$ cat src/rtl/bin2bcd_sampler.sv
// bin2bcd_sampler
//   Periodically snapshots a binary value and converts it to packed BCD with a
//   sequential double-dabble (correct-then-shift, one input bit per clock).
//   A free-running sample timer raises an automatic trigger every SAMPLE_DIV
//   cycles. A level-sampled start request also triggers. Triggers that arrive
//   while a conversion is running collapse into a single pending request.
//
// Ports
//   clk      in   system clock
//   rst      in   asynchronous reset, active-high
//   en_i     in   enables the sample timer and all triggers
//   start_i  in   manual conversion request (level, sampled each cycle)
//   bin_i    in   [IN_W-1:0] binary value, captured on the trigger edge
//   bcd_o    out  [4*DIGITS-1:0] packed BCD result, digit 0 in [3:0]
//   valid_o  out  one-cycle pulse when bcd_o updates
//   busy_o   out  conversion in progress (state != IDLE)
//
// Handshake: valid_o is a one-cycle pulse with no ready; bcd_o is stable from
// that pulse until the next one and never shows a partial result.
module bin2bcd_sampler #(
   parameter int IN_W       = 18,
   parameter int DIGITS     = 6,
   parameter int SAMPLE_DIV = 10_000_000
) (
   input  logic                  clk,
   input  logic                  rst,
   input  logic                  en_i,
   input  logic                  start_i,
   input  logic [IN_W-1:0]       bin_i,
   output logic [4*DIGITS-1:0]   bcd_o,
   output logic                  valid_o,
   output logic                  busy_o
);

   localparam int TW = (SAMPLE_DIV > 1) ? $clog2(SAMPLE_DIV) : 1;
   localparam int CW = $clog2(IN_W + 1);

   localparam logic [1:0] S_IDLE  = 2'd0;
   localparam logic [1:0] S_SHIFT = 2'd1;
   localparam logic [1:0] S_DONE  = 2'd2;

   localparam logic [TW-1:0] TIMER_LAST = TW'(SAMPLE_DIV - 1);
   localparam logic [CW-1:0] BIT_LAST   = CW'(IN_W - 1);

   logic [1:0]            state;
   logic [TW-1:0]         timer;
   logic                  pending;
   logic [CW-1:0]         bit_cnt;
   logic [IN_W-1:0]       shift_q;
   logic [4*DIGITS-1:0]   scratch;

   logic                  tick;
   logic                  req;
   logic                  trigger;
   logic [4*DIGITS-1:0]   corrected;
   logic [4*DIGITS-1:0]   scratch_next;
   logic [IN_W-1:0]       shift_next;

   assign tick    = (timer == TIMER_LAST);
   // req is a fresh request this cycle; trigger also covers a queued one.
   assign req     = en_i & (tick | start_i);
   assign trigger = req | (en_i & pending);
   assign busy_o  = (state != S_IDLE);

   // Add 3 to every digit >= 5 so the following left shift carries into the
   // next decimal digit instead of producing a nibble value of 10..15.
   always_comb begin
      corrected = scratch;
      for (int d = 0; d < DIGITS; d++) begin
         if (scratch[4*d +: 4] >= 4'd5) begin
            corrected[4*d +: 4] = scratch[4*d +: 4] + 4'd3;
         end
      end
   end

   // Scratch and shift register move as one wide register: the MSB of the
   // binary value enters the LSB of digit 0.
   assign {scratch_next, shift_next} = {corrected, shift_q} << 1;

   // Sample timer: held at 0 while disabled, otherwise wraps at SAMPLE_DIV-1.
   always_ff @(posedge clk or posedge rst) begin
      if (rst) begin
         timer <= '0;
      end else if (!en_i || tick) begin
         timer <= '0;
      end else begin
         timer <= timer + 1'b1;
      end
   end

   // Pending request: armed by requests seen while busy, consumed in IDLE
   // (where trigger is necessarily true if pending was set), dropped on disable.
   always_ff @(posedge clk or posedge rst) begin
      if (rst) begin
         pending <= 1'b0;
      end else if (!en_i) begin
         pending <= 1'b0;
      end else if (state == S_IDLE) begin
         pending <= 1'b0;
      end else if (req) begin
         pending <= 1'b1;
      end
   end

   always_ff @(posedge clk or posedge rst) begin
      if (rst) begin
         state   <= S_IDLE;
         bit_cnt <= '0;
         shift_q <= '0;
         scratch <= '0;
         bcd_o   <= '0;
         valid_o <= 1'b0;
      end else begin
         case (state)
            S_IDLE: begin
               valid_o <= 1'b0;
               if (trigger) begin
                  shift_q <= bin_i;
                  scratch <= '0;
                  bit_cnt <= '0;
                  state   <= S_SHIFT;
               end
            end
            S_SHIFT: begin
               scratch <= scratch_next;
               shift_q <= shift_next;
               bit_cnt <= bit_cnt + 1'b1;
               if (bit_cnt == BIT_LAST) begin
                  // Last shift: publish the finished digits directly.
                  bcd_o   <= scratch_next;
                  valid_o <= 1'b1;
                  state   <= S_DONE;
               end
            end
            S_DONE: begin
               valid_o <= 1'b0;
               state   <= S_IDLE;
            end
            default: begin
               valid_o <= 1'b0;
               state   <= S_IDLE;
            end
         endcase
      end
   end

endmodule

$ cat config.mk
export PLATFORM = sky130hd
export DESIGN_NAME = bin2bcd_sampler
export DESIGN_NICKNAME = d
export VERILOG_FILES = /design/src/rtl/bin2bcd_sampler.sv
export SDC_FILE = /design/constraint.sdc
export NUM_CORES = 1
export LEC_CHECK = 0
export BUFFER_PORTS_ARGS = -buffer_cell sky130_fd_sc_hd__clkbuf_2
export CAP_MARGIN = 5
export CORE_MARGIN = 2
export CORE_UTILIZATION = 59
export CTS_BUF_LIST = sky130_fd_sc_hd__clkbuf_16
export CTS_CLUSTER_DIAMETER = 200
export DETAILED_ROUTE_END_ITERATION = 6
export GPL_ROUTABILITY_DRIVEN = 0
export HOLD_SLACK_MARGIN = 0.02
export PLACE_DENSITY = 0.85
export SLEW_MARGIN = 20
export SYNTH_ARGS = -nofsm -noshare
export SYNTH_HDL_FRONTEND = slang
export SYNTH_SLANG_ARGS = --single-unit
export TNS_END_PERCENT = 1
$ cat constraint.sdc
create_clock -name clk -period 3.8 [get_ports clk]
set_input_delay 0.38 -clock clk [delete_from_list [all_inputs] [get_ports clk]]
set_output_delay 0.38 -clock clk [all_outputs]
set_load 0.1 [all_outputs]
==> flow_metrics.py <==
metrics = {
    "outcome": {
        "outcome": "completed",
    },
    "sta": {
        "finClkSkew_ns": 0.00738,
        "finalHoldViolCount": 0,
        "setup_tns_ns": 0,
        "final_max_slew_viol_count": 0,
        "relSlewSlack_pct": 31.1,
        "finalCritPeriodShare_pct": 77.6,
        "rsz0062_at_grt": "false",
        "clock.fmax_mhz": 339,
        "period_needed_ns": 2.95,
        "setup-violations-final": 0,
        "tightest_slew_ns": 1.03,
    },
    "detailed_routing": {
        "vias_per_cell": 5.86,
        "drtIter0Drc": 173,
        "route.vias.total": 3715,
        "ant_nets": 0,
        "wl_per_cell_microns": 16.4,
        "drc": 0,
        "routed_wl_mm": 10.4,
        "first_pass_iters": 4,
    },
    "power_and_ir_drop": {
        "pwr-share-comb_pct": 48.1,
        "power.share.sequential_pct": 33.9,
        "power.switching_uw": 2330,
        "vdd_drop_max_mv": 0.545,
        "p_leak_uw": 0.00265,
        "clkPwrFrac_pct": 18.0,
        "p_int_uw": 2590,
        "switching_share_pct": 47.3,
        "powerDensity_nw_per_um2": 885,
    },
    "logic_synthesis": {
        "yosys-top-cells-count": "99 x dfrtp_1, 80 x nand2_1, 38 x a21oi_1, 25 x o21ai_0, 24 x mux2_2",
        "synth_cell_types": 52,
        "synth_nets": 522,
        "syn_avg_cell_area_sq_um": 10.3,
        "synth_top_family_by_area": "simple AND/OR/NAND/NOR gates",
        "synth_warnings": 0,
        "netlist_instances": 485,
        "ys_ff_latch": 99,
        "synthTopCellsByArea": "dfrtp_1 50%, nand2_1 6.0%, mux2_2 5.4%, a21oi_1 3.8%, ha_1 3.8%",
        "synthAdderAreaFrac_pct": 3.76,
        "ys_seq_area_share_pct": 49.6,
        "synth-xor-area-share_pct": 3.69,
        "synthMuxAreaShare_pct": 7.97,
        "synth_top_cell_by_area": "dfrtp_1",
        "synth.most_common_cell": "dfrtp_1",
        "synth-compound-area-share_pct": 12.8,
        "syn_area_sq_um": 4990,
        "synth_edf_count": 0,
        "yosys.area_share.simple_pct": 17.9,
        "synth_top_area_share_pct": 49.6,
        "dominantRegCellSynth": "dfrtp_1",
        "async_flop_share_pct": 100,
    },
    "clock_tree": {
        "clockBufferDepth": 2,
        "clock_latency_ns": 0.34,
        "cts-root-buf": "clkbuf_16",
        "clk_pin_slew_ns": 0.08,
        "cts_tree": "yes",
        "htreeDepth": 3,
        "cts.sinks": 99,
        "cts_made_buffers": 9,
    },
    "floorplanning": {
        "die_w_microns": 96.0,
        "rows": 33,
        "core_sq_um": 8220,
        "start_util_pct": 60.7,
        "ioPinCount": 48,
        "die_h_microns": 96.0,
        "dieArea_sq_um": 9210,
    },
    "grt": {
        "grt_pass1_wl_mm": 17.0,
        "antenna_found_initial": 0,
        "grt_overflow": 0,
        "grt_max_degree": 81,
        "grt_pass1_vias": 3628,
        "grt_util_all_layers_pct": 24.0,
    },
    "critical_path": {
        "r2r_start": "state[0]",
        "r2r_end": "bcd_o[5]",
        "crit_family": "buffers and inverters",
        "critPathCaptureType": "register",
        "regToRegSetupSlack_ns": 0.85,
        "cp-start-kind": "register",
        "required_ns": 4.02,
        "max_stage_delay_ns": 0.66,
        "cp_num_buf_inv": 2,
        "critPathKind": "register to register",
        "cp_slowest_cell": "dfrtp_1",
        "path_cells": "nor2b_2 -> buf_4 -> nand2_1 -> inv_1 -> mux2_2",
        "path_max_fanout": 37,
        "crit_arrival_ns": 3.17,
        "reg2regPathDepth": 5,
    },
    "placement": {
        "dp_hpwl_mm": 6.89,
        "portBuffers": 47,
        "placed_cell_area_sq_um": 5230,
    },
    "finish": {
        "final_core_util_pct": 67.6,
        "syn_to_final_growth_pct": 11.4,
        "drive_gt1_share_pct": 20.2,
        "nets": 561,
        "fin_area_sq_um": 5560,
        "antenna_cells": 0,
    },
    "run": {
        "cap_violations": 0,
    },
    "min_path": {
        "hp-start": "en_i",
        "min_to": "timer[6]",
        "holdPathStages": 2,
        "holdCritPathClass": "primary input to register",
    },
}
## how the worst max path moves through the flow
stage	cells after the start	slack [ns]	to	start
3_3_place_gp	5	1.02	bcd_o[13]	state[0]
5_1_grt	5	0.63	bcd_o[5]	state[0]
6_report	5	0.85	bcd_o[5]	state[0]
4_1_cts	5	0.88	bcd_o[5]	state[0]
2_1_floorplan	1	0.83	bcd_o[0]	rst
3_5_place_dp	5	0.94	bcd_o[2]	state[0]
## through the flow
stage	instances	power [uW]	setup WS [ns]	hold slack (ns)
after floorplan	485	3570	0.830	0.457
after global placement	616	3890	1.02	0.468
after detailed placement	616	4010	0.943	0.473
after CTS	632	4930	0.878	0.288
after global routing	634	5190	0.627	0.342
final	634	4920	0.850	0.345
## routing by layer
metal | wire [microns] | part of all wire (%) | track usage (%)
met1 | 4460 | 43 | 30.6
met2 | 5470 | 53 | 41.9
met3 | 365 | 3.5 | 5.17
met4 | 116 | 1.1 | 5.71
met5 | 0 | 0 | 0
## worst register-to-register path, delay by kind of cell, from the launching register on
| family | cells | cell delay, ns |
|---|---|---|
| buffers and inverters | 2 | 1.02 |
| DFF | 1 | 0.66 |
| and+or+nand+nor | 2 | 0.75 |
| muxes | 1 | 0.41 |
## kinds of logic (layout without fill, tap and decap cells)
kind of cell               after synthesis  count (layout)
adders and majority gates               15              15
muxes                                   36              36
DFF                                     99              99
xor gates and xnor gates                21              21
and+or+nand+nor                        170             170
AOI/OAI and AO/OA                      103             103
buffers and inverters                   41              85
## cell usage in the layout, fill, tap and decap left out, types with 2 or more instances in the layout
| cell type | synthesis | final |
|---|---|---|
| a21oi_1 | 38 | 38 |
| a21oi_2 | 2 | 2 |
| a22o_1 | 13 | 13 |
| a31oi_1 | 3 | 3 |
| and2_1 | 6 | 6 |
| and3_1 | 3 | 3 |
| and3_2 | 2 | 2 |
| and4_1 | 3 | 3 |
| and4_4 | 2 | 2 |
| buf_4 | 2 | 2 |
| clkbuf_16 | 0 | 9 |
| clkbuf_2 | 0 | 47 |
| clkinvlp_4 | 0 | 2 |
| dfrtp_1 | 99 | 99 |
| ha_1 | 15 | 15 |
| inv_1 | 18 | 18 |
| mux2_1 | 6 | 6 |
| mux2_2 | 24 | 24 |
| mux2i_1 | 6 | 6 |
| nand2_1 | 80 | 80 |
| nand2b_1 | 8 | 8 |
| nand3_1 | 7 | 7 |
| nand4_1 | 7 | 7 |
| nor2_1 | 22 | 22 |
| nor3_1 | 3 | 3 |
| nor3b_1 | 9 | 9 |
| o21a_1 | 2 | 2 |
| o21ai_0 | 25 | 25 |
| o22ai_1 | 6 | 6 |
| o31ai_1 | 7 | 7 |
| or3_1 | 2 | 2 |
| or3_2 | 2 | 2 |
| or4_1 | 6 | 6 |
| xnor2_1 | 12 | 12 |
| xor2_1 | 9 | 9 |
## state kept, by name, summed over array words and instances (netlist names)
name     count
bcd_o       24
bit_cnt      5
pending      1
scratch     24
shift_q     18
state        2
timer       24
valid_o      1
## power groups by stage
stage / clock (uW) / combinational (uW) / sequential (uW)
floorplan: 0 / 1230 / 2330
global placement: 0 / 2240 / 1650
detailed placement: 0 / 2330 / 1680
CTS: 898 / 2370 / 1660
global route: 944 / 2540 / 1710
finish: 886 / 2360 / 1670
## final cells by class
| cell class | instances | area [sq um] |
|---|---|---|
| Timing Repair Buffer | 51 | 288 |
| Fill cell | 605 | 2660 |
| Sequential cell | 99 | 2480 |
| Clock buffer | 9 | 225 |
| Inverter | 18 | 70.1 |
| Multi-Input combinational cell | 345 | 2300 |
| Clock inverter | 7 | 63.8 |
| Tap cell | 105 | 131 |
## repair_timing
action	CTS	global route
buffers inserted	0	0
hold buffers	0	1
hold endpoints to repair	0	17
gates resized for setup	0	0
Note: power is estimated with default switching activity, not from simulation.
